<file path="src/rtl/mmu_pkg.sv">
// Shared definitions for the MMU execute unit: state encodings, default
// parameters and the decoder write code that enables register writeback.
package mmu_pkg;

    localparam int DATA_W_DEF  = 32;
    localparam int TIMEOUT_DEF = 15;

    localparam logic [1:0] WRITE_REG = 2'b01;

    typedef logic [2:0] state_t;

    localparam logic [2:0] ST_IDLE   = 3'd0;
    localparam logic [2:0] ST_MEM_RD = 3'd1;
    localparam logic [2:0] ST_MEM_WR = 3'd2;
    localparam logic [2:0] ST_WB     = 3'd3;
    localparam logic [2:0] ST_DONE   = 3'd4;

    function automatic logic is_mem_state(input state_t s);
        return (s == ST_MEM_RD) || (s == ST_MEM_WR);
    endfunction

endpackage

</file>
<file path="src/rtl/mmu_exec_unit_if.sv">
// Decode-stage, register-file and local-memory signals of the MMU execute unit.
// Handshake: an instruction transfers on a rising edge where in_valid & in_ready;
// a memory request holds mem_req/addr/we/wdata stable until the edge with mem_ack.
interface mmu_exec_unit_if #(
    parameter int DATA_W = 32
);
    logic              in_valid;
    logic              in_ready;
    logic              in_st;
    logic              in_ld;
    logic              in_invalid;
    logic [3:0]        in_reg_addr;
    logic [3:0]        in_mem_addr;
    logic [1:0]        in_write;

    logic [3:0]        rf_raddr;
    logic [DATA_W-1:0] rf_rdata;
    logic              rf_we;
    logic [3:0]        rf_waddr;
    logic [DATA_W-1:0] rf_wdata;

    logic              mem_req;
    logic              mem_we;
    logic [3:0]        mem_addr;
    logic [DATA_W-1:0] mem_wdata;
    logic              mem_ack;
    logic [DATA_W-1:0] mem_rdata;

    logic              done;
    logic              illegal;
    logic              timeout_err;

    modport slave (
        input  in_valid, in_st, in_ld, in_invalid, in_reg_addr, in_mem_addr, in_write,
        input  rf_rdata, mem_ack, mem_rdata,
        output in_ready, rf_raddr, rf_we, rf_waddr, rf_wdata,
        output mem_req, mem_we, mem_addr, mem_wdata,
        output done, illegal, timeout_err
    );

    modport master (
        output in_valid, in_st, in_ld, in_invalid, in_reg_addr, in_mem_addr, in_write,
        output rf_rdata, mem_ack, mem_rdata,
        input  in_ready, rf_raddr, rf_we, rf_waddr, rf_wdata,
        input  mem_req, mem_we, mem_addr, mem_wdata,
        input  done, illegal, timeout_err
    );
endinterface

</file>
<file path="src/rtl/mmu_ack_timer.sv">
// Counts cycles a memory request has waited for its acknowledge; expired
// is raised on the TIMEOUT-th waiting cycle if no ack has arrived.
module mmu_ack_timer #(
    parameter int TIMEOUT = 15
) (
    input  logic clk,
    input  logic reset,
    input  logic start_i,
    input  logic ack_i,
    output logic expired_o
);
    localparam int CW = $clog2(TIMEOUT + 1);

    logic [CW-1:0] cnt_q;
    logic          running_q;

    assign expired_o = running_q && (cnt_q == CW'(TIMEOUT - 1));

    always_ff @(posedge clk) begin
        if (reset) begin
            cnt_q     <= '0;
            running_q <= 1'b0;
        end else if (start_i) begin
            cnt_q     <= '0;
            running_q <= 1'b1;
        end else if (running_q) begin
            if (ack_i || expired_o) running_q <= 1'b0;
            else                    cnt_q     <= cnt_q + CW'(1);
        end
    end
endmodule

</file>
<file path="src/rtl/mmu_exec_unit.sv">
// MMU execute unit: runs one load, store or exchange between the register
// file and local memory per accepted instruction, then pulses done.
module mmu_exec_unit
    import mmu_pkg::*;
#(
    parameter int DATA_W  = DATA_W_DEF,
    parameter int TIMEOUT = TIMEOUT_DEF
) (
    input  logic               clk,
    input  logic               reset,
    mmu_exec_unit_if.slave     bus,
    output state_t             state_o
);
    state_t            state_q, state_d;
    logic [3:0]        reg_addr_q, mem_addr_q;
    logic              st_q, ld_q;
    logic [1:0]        write_q;
    logic [DATA_W-1:0] sdata_q, ldata_q;
    logic              illegal_q, tmo_q;

    logic accept, bad_instr, timer_start, timer_expired, ack;

    assign accept    = bus.in_valid && bus.in_ready;
    assign bad_instr = bus.in_invalid || (!bus.in_st && !bus.in_ld);
    // mem_ack only counts while a request is outstanding
    assign ack       = bus.mem_ack && is_mem_state(state_q);

    always_comb begin
        state_d = state_q;
        case (state_q)
            ST_IDLE: begin
                if (accept) begin
                    if (bad_instr)     state_d = ST_DONE;
                    else if (bus.in_ld) state_d = ST_MEM_RD;
                    else               state_d = ST_MEM_WR;
                end
            end
            ST_MEM_RD: begin
                if (ack)                state_d = st_q ? ST_MEM_WR : ST_WB;
                else if (timer_expired) state_d = ST_DONE;
            end
            ST_MEM_WR: begin
                if (ack)                state_d = ld_q ? ST_WB : ST_DONE;
                else if (timer_expired) state_d = ST_DONE;
            end
            default:                    state_d = ST_IDLE;
        endcase
    end

    // Restart the wait count on every entry into a memory state, including RD->WR.
    assign timer_start = is_mem_state(state_d) && (state_d != state_q);

    mmu_ack_timer #(.TIMEOUT(TIMEOUT)) u_timer (
        .clk       (clk),
        .reset     (reset),
        .start_i   (timer_start),
        .ack_i     (ack),
        .expired_o (timer_expired)
    );

    always_ff @(posedge clk) begin
        if (reset) begin
            state_q    <= ST_IDLE;
            reg_addr_q <= '0;
            mem_addr_q <= '0;
            st_q       <= 1'b0;
            ld_q       <= 1'b0;
            write_q    <= '0;
            sdata_q    <= '0;
            ldata_q    <= '0;
            illegal_q  <= 1'b0;
            tmo_q      <= 1'b0;
        end else begin
            state_q <= state_d;
            if (accept) begin
                reg_addr_q <= bus.in_reg_addr;
                mem_addr_q <= bus.in_mem_addr;
                st_q       <= bus.in_st;
                ld_q       <= bus.in_ld;
                write_q    <= bus.in_write;
                sdata_q    <= bus.rf_rdata;
                illegal_q  <= bad_instr;
                tmo_q      <= 1'b0;
            end
            if (state_q == ST_MEM_RD && ack) ldata_q <= bus.mem_rdata;
            if (is_mem_state(state_q) && !ack && timer_expired) tmo_q <= 1'b1;
        end
    end

    assign state_o         = state_q;
    assign bus.in_ready    = (state_q == ST_IDLE) && !reset;
    assign bus.rf_raddr    = bus.in_reg_addr;
    assign bus.rf_we       = (state_q == ST_WB) && (write_q == WRITE_REG);
    assign bus.rf_waddr    = reg_addr_q;
    assign bus.rf_wdata    = ldata_q;
    assign bus.mem_req     = is_mem_state(state_q);
    assign bus.mem_we      = (state_q == ST_MEM_WR);
    assign bus.mem_addr    = mem_addr_q;
    assign bus.mem_wdata   = sdata_q;
    assign bus.done        = (state_q == ST_WB) || (state_q == ST_DONE);
    assign bus.illegal     = (state_q == ST_DONE) && illegal_q;
    assign bus.timeout_err = (state_q == ST_DONE) && tmo_q;
endmodule

</file>
<file path="src/flat_wrapper.sv">
// flat-port wrapper written by rule: the top's interface ports become plain ports
module mmu_exec_unit_flat import mmu_pkg::*;
#(
    parameter int DATA_W  = DATA_W_DEF,
    parameter int TIMEOUT = TIMEOUT_DEF
)
  (clk, reset, state_o, bus_in_valid, bus_in_st, bus_in_ld, bus_in_invalid, bus_in_reg_addr, bus_in_mem_addr, bus_in_write, bus_rf_rdata, bus_mem_ack, bus_mem_rdata, bus_in_ready, bus_rf_raddr, bus_rf_we, bus_rf_waddr, bus_rf_wdata, bus_mem_req, bus_mem_we, bus_mem_addr, bus_mem_wdata, bus_done, bus_illegal, bus_timeout_err);
  mmu_exec_unit_if #(.DATA_W(DATA_W)) bus_i ();
  input  logic clk;
  input  logic reset;
  output state_t state_o;
  input wire logic [$bits(bus_i.in_valid)-1:0] bus_in_valid;
  input wire logic [$bits(bus_i.in_st)-1:0] bus_in_st;
  input wire logic [$bits(bus_i.in_ld)-1:0] bus_in_ld;
  input wire logic [$bits(bus_i.in_invalid)-1:0] bus_in_invalid;
  input wire logic [$bits(bus_i.in_reg_addr)-1:0] bus_in_reg_addr;
  input wire logic [$bits(bus_i.in_mem_addr)-1:0] bus_in_mem_addr;
  input wire logic [$bits(bus_i.in_write)-1:0] bus_in_write;
  input wire logic [$bits(bus_i.rf_rdata)-1:0] bus_rf_rdata;
  input wire logic [$bits(bus_i.mem_ack)-1:0] bus_mem_ack;
  input wire logic [$bits(bus_i.mem_rdata)-1:0] bus_mem_rdata;
  output wire logic [$bits(bus_i.in_ready)-1:0] bus_in_ready;
  output wire logic [$bits(bus_i.rf_raddr)-1:0] bus_rf_raddr;
  output wire logic [$bits(bus_i.rf_we)-1:0] bus_rf_we;
  output wire logic [$bits(bus_i.rf_waddr)-1:0] bus_rf_waddr;
  output wire logic [$bits(bus_i.rf_wdata)-1:0] bus_rf_wdata;
  output wire logic [$bits(bus_i.mem_req)-1:0] bus_mem_req;
  output wire logic [$bits(bus_i.mem_we)-1:0] bus_mem_we;
  output wire logic [$bits(bus_i.mem_addr)-1:0] bus_mem_addr;
  output wire logic [$bits(bus_i.mem_wdata)-1:0] bus_mem_wdata;
  output wire logic [$bits(bus_i.done)-1:0] bus_done;
  output wire logic [$bits(bus_i.illegal)-1:0] bus_illegal;
  output wire logic [$bits(bus_i.timeout_err)-1:0] bus_timeout_err;
  assign bus_i.in_valid = bus_in_valid;
  assign bus_i.in_st = bus_in_st;
  assign bus_i.in_ld = bus_in_ld;
  assign bus_i.in_invalid = bus_in_invalid;
  assign bus_i.in_reg_addr = bus_in_reg_addr;
  assign bus_i.in_mem_addr = bus_in_mem_addr;
  assign bus_i.in_write = bus_in_write;
  assign bus_i.rf_rdata = bus_rf_rdata;
  assign bus_i.mem_ack = bus_mem_ack;
  assign bus_i.mem_rdata = bus_mem_rdata;
  assign bus_in_ready = bus_i.in_ready;
  assign bus_rf_raddr = bus_i.rf_raddr;
  assign bus_rf_we = bus_i.rf_we;
  assign bus_rf_waddr = bus_i.rf_waddr;
  assign bus_rf_wdata = bus_i.rf_wdata;
  assign bus_mem_req = bus_i.mem_req;
  assign bus_mem_we = bus_i.mem_we;
  assign bus_mem_addr = bus_i.mem_addr;
  assign bus_mem_wdata = bus_i.mem_wdata;
  assign bus_done = bus_i.done;
  assign bus_illegal = bus_i.illegal;
  assign bus_timeout_err = bus_i.timeout_err;
  mmu_exec_unit #(.DATA_W(DATA_W), .TIMEOUT(TIMEOUT)) u_core (.clk(clk), .reset(reset), .bus(bus_i), .state_o(state_o));
endmodule
</file>
<file path="config.mk">
export PLATFORM = sky130hd
export DESIGN_NAME = mmu_exec_unit_flat
export DESIGN_NICKNAME = d
export VERILOG_FILES = /design/src/rtl/mmu_pkg.sv /design/src/rtl/mmu_exec_unit_if.sv /design/src/rtl/mmu_ack_timer.sv /design/src/rtl/mmu_exec_unit.sv /design/src/flat_wrapper.sv
export SDC_FILE = /design/constraint.sdc
export NUM_CORES = 1
export LEC_CHECK = 0
export CAP_MARGIN = 20
export CORE_UTILIZATION = 40
export DETAILED_ROUTE_END_ITERATION = 16
export PLACE_DENSITY = 0.8
export RECOVER_POWER = 50
export SLEW_MARGIN = 20
export SYNTH_ARGS = -nofsm -noshare
export SYNTH_HDL_FRONTEND = slang
export SYNTH_SLANG_ARGS = --single-unit
</file>
<file path="constraint.sdc">
create_clock -name clk -period 2.3 [get_ports clk]
set_clock_uncertainty 0.1 [all_clocks]
set_input_delay 0.46 -clock clk [delete_from_list [all_inputs] [get_ports clk]]
set_output_delay 0.46 -clock clk [all_outputs]
set_load 0.02 [all_outputs]
</file>
* After elaboration in Yosys (flattened, before gate mapping)
Cells that the tools add are included.
Operators by class: $add $sub $neg 1, equal/unequal tests 9, multiplexer cells 14, bitwise gates (word level) 1, reduce and logical (&&, ||, !) cells 25
Operator list (count):
- 3-bit two-way mux | 6
- 1-bit logical AND | 12
- 3-bit by 2-bit equality test with 1-bit output, second input constant | 3
- 3-bit one-hot mux with 3 select lines | 1
- 3-bit by 1-bit equality test with 1-bit output, second input constant | 2
- 1-bit two-way mux | 6
- 1-bit logical OR | 5
- 4-bit by 1-bit adder with 4-bit output, second input constant | 1
- 4-bit equality test, second input constant | 1
- 1-bit zero test | 4
- 3-bit equality test, second input constant | 1
- 3-bit zero test | 1
- 3-bit inequality test | 1
- 2-bit by 1-bit equality test with 1-bit output, second input constant | 1
- 2-bit two-way mux | 1
- 2-bit AND reduction | 1
- 2-bit nonzero test | 1
- 2-bit OR reduction | 1
- 1-bit NOT | 1
Word-level totals: bits in registers 86, bits of input ports 81, output and inout bits 86, logic and storage cells 62

* Logic depth before layout (Yosys ltp)
depth after elaboration 10, gate-level depth with buffers 7, mapped depth without buffers 6

* Cells and area by module
A second synthesis with hierarchy kept.
Second synthesis, totals: cells, all modules 418, area, all modules 3427.0 sq um
Modules (own cells, without submodules):
- mmu_exec_unit | times used 1, cells an instance 389, area each 3141.8 sq um, sequential area each 1621.6 sq um
- mmu_ack_timer | times used 1, cells an instance 29, area each 285.3 sq um, sequential area each 100.1 sq um

* Least setup slack after synthesis
OpenSTA, ideal clock, no wires.
path kind register to output, start reg u_core.state_q[2] (netlist: u_core.state_o[2]), end out bus_rf_we, arrival time 1.452 ns, data required time 1.740 ns, path slack 0.288 ns, cell stages (with the launch flop) 3, buffers on the path 1, cell sequence dfxtp_1 -> clkbuf_1 -> nor4b_1
On the way: cells in the longest elaborated chain, start to end 2
RTL lines:
- start: declaration | line mmu_exec_unit.sv:14 | state_t state_q, state_d;
- start signal: assignment | line mmu_exec_unit.sv:74 | state_q <= state_d;
- 3-bit by 2-bit equality test with 1-bit output | line mmu_exec_unit.sv:93 | assign bus.rf_we = (state_q == ST_WB) && (write_q == WRITE_REG);
- 1-bit logical AND | line mmu_exec_unit.sv:93
- end: declaration | line flat_wrapper.sv:24 | output wire logic [$bits(bus_i.rf_we)-1:0] bus_rf_we;
Every way passes these cells.

* Worst setup path in the final report
start reg u_core.state_q[0] (netlist: u_core.state_o[0]), end out bus_mem_we
On the way: cells in the longest elaborated chain, start to end 1
RTL lines:
- 3-bit by 2-bit equality test with 1-bit output | line mmu_exec_unit.sv:97 | assign bus.mem_we = (state_q == ST_MEM_WR);
- end: declaration | line flat_wrapper.sv:28 | output wire logic [$bits(bus_i.mem_we)-1:0] bus_mem_we;
Every way passes these cells.

==> results.ini <==
[die]
fp.dieArea_sq_mm=0.00868
die_x_um=93.2
die_h_um=93.2
coreArea_sq_mm=0.00789
rows=32
initial_core_util=0.422
io_pins=167

[hold_path]
hold_depth=2
whs_endpoint=u_core.bus.rf_wdata[28]
holdCritStartpoint=u_core.bus.rf_wdata[28]
hold_class=reg2reg

[global_route]
antenna_found_initial=0
grt_usage=0.215
gr-total-overflow=0
grt_pass1_wl_um=14800
grt_pass1_vias=3188
grt_max_degree=43

[critical_path]
worstSetupStartpoint=u_core.state_o[0]
crit_chain=buf_4 > or2b_1 > nor2_1 > dlygate4sd2_1
r2r_setup_slack_ns=0.37
end_kind=output port
max_stage_delay_ns=0.35
crit_fanout=8
cp_slowest_cell=dfxtp_1
arrival_ns=1.60
rr_worst_depth=7
r2r_start=u_core.state_o[1]
reg2reg_to=u_core.bus.rf_waddr[3]
worstSetupPathType=reg2out
worstPathRequired_ns=1.74
start_kind=flip-flop

[sta]
maxSlewHeadroom=0.585
fmax_ghz=0.463
rsz0062_at_grt=no
drv_slew=0
setup_viol=0
finalCritPeriodShare=0.940
finalHoldViolations=0
fin_crit_ns=2.16
tightest_slew_ns=0.623

[flow_run]
cap_violations=0

[clock_network]
clkSinkCount=86
cts_buffers=9
cts_tree=yes
post_cts_buffers=0
clockRootBuffer=clkbuf_8
cts_resized=9
clockBufferDepth=2
htree_num_levels=3
clkLatencyLatePin_ns=0.34
cts.hold.buffers_added=0
path_clk_slew_ns=0.08

[place]
place_inst=662
gp_congestion=0.768
dp_hpwl_um=6610
dpl_cell_area_sq_mm=0.00511
io_buffers=166

[yosys]
avgSynthCellArea_sq_um=8.07
netlist_instances=412
yosys_warnings=0
ys_seq_area_frac=0.518
synth_top_area_frac=0.518
synth_area_leaders=dfxtp_1 (52%), nand2_1 (18%), nand3_1 (7.2%), a21oi_1 (6.0%), buf_4 (2.0%)
synth_fp_nets=495
synth_top_flop_cell=dfxtp_1
synth.distinct_cells=43
async_reset_ff_frac=0
synth_area_sq_mm=0.00333
synth_edf_count=0
ys_seq_elements=86
synth_top_area_cell=dfxtp_1

[final_layout]
final_cell_count_no_fill=677
nets=654
drive_above_1_share=0.0574
syn_to_final_growth_pct=58.6
layout_common_cells=nand2_1 (156), clkdlybuf4s50_1 (136), dfxtp_1 (85)
finish.utilization=0.669
final_common_cell=nand2_1
n_fill_cell=661
final_area_sq_mm=0.00527
diodes=0

[detailed_routing]
drtAntennaViolNets=0
wl_per_cell_um=13.5
drt_wl_total_um=9110
drt_iter0_drc=125
viasPerCell=4.94
first_pass_iters=6
drc=0
vias=3341

[outcome]
status=complete, no violations

[power_and_ir_drop]
p_leak_uw=0.00217
vdd_drop_max_mv=0.359
power_density_mw_per_mm2=625

registers in the layout (all words and copies together), names as in the netlist, 2 cells and up:
signal / cells
u_core.write_q: 2
u_core.bus.rf_waddr: 4
u_core.state_o: 3
u_core.u_timer.cnt_q: 4
u_core.bus.mem_addr: 4
u_core.bus.rf_wdata: 32
u_core.bus.mem_wdata: 32
Yosys cell counts, drive strengths merged, types with 2 or more instances:
master and count:
nand2 157, dfxtp 86, nand3 48, a21oi 40, buf 19, clkbuf 13, inv 5, nor2 5
and2 4, o21ai 3, a211oi 2, a21o 2, a221oi 2, ha 2, nand2b 2, nor3b 2
nor4 2, or3 2, xnor2 2
logic make-up (layout without fill, tap and decap cells):
family,Yosys count,count (layout),share of synthesized area
and+or+nand+nor,229,229,0.299
DFF,86,86,0.518
AOI/OAI and AO/OA,55,55,0.104
buffers and inverters,37,200,0.0579
adders and majority gates,2,2,0.00752
xor gates and xnor gates,2,2,0.0109
muxes,1,1,0.00301
power by group:
| part | internal (uW) | leakage, uW | switching [uW] |
|---|---|---|---|
| sequential | 1560 | 0.000703 | 41.3 |
| clock | 606 | 0.0000994 | 509 |
| combinational | 301 | 0.00137 | 273 |
how the worst max path moves through the flow:
stage / endpoint / slack, ns
6_report: bus_mem_we / 0.14
5_1_grt: u_core.bus.rf_wdata[6] / 0.04
3_3_place_gp: bus_in_ready / -0.03
2_1_floorplan: bus_rf_we / 0.29
3_5_place_dp: bus_in_ready / -0.08
4_1_cts: state_o[0] / 0.12
metal layers:
layer	GRT usage	vias to the layer above	routed length [um]
met5	0	-	0
met4	0.0885	0	196
met3	0.0748	17	816
met2	0.362	135	4390
met1	0.248	1526	3710
li1	-	1663	-
cell type report:
type	instances	area, sq um	share of cell area
inverters	5	18.8	0.00356
multi-input cells	289	1410	0.267
well taps	102	128	0.0242
clock buffers	11	131	0.0249
repair buffers	180	1790	0.340
clock inverters	4	72.6	0.0138
flip-flops and latches	86	1720	0.327
critical path, delay by kind of cell, from the launching register on:
family | cells | cell delay (ns)
and+or+nand+nor | 2 | 0.37
DFF | 1 | 0.35
buffers and inverters | 2 | 0.53
through the flow:
| stage | setup WS [ns] | power, uW | hold slack, ns | TNS [ns] |
|---|---|---|---|---|
| 5_1_grt | 0.0362 | 3450 | 0.373 | 0 |
| 2_1_floorplan | 0.288 | 1890 | 0.329 | 0 |
| 3_5_place_dp | -0.0808 | 2230 | 0.347 | -0.0808 |
| 3_3_place_gp | -0.0293 | 2220 | 0.341 | -0.0293 |
| 4_1_cts | 0.124 | 3340 | 0.358 | 0 |
| 6_report | 0.139 | 3290 | 0.352 | 0 |
Note: power is estimated with default switching activity, not from simulation.
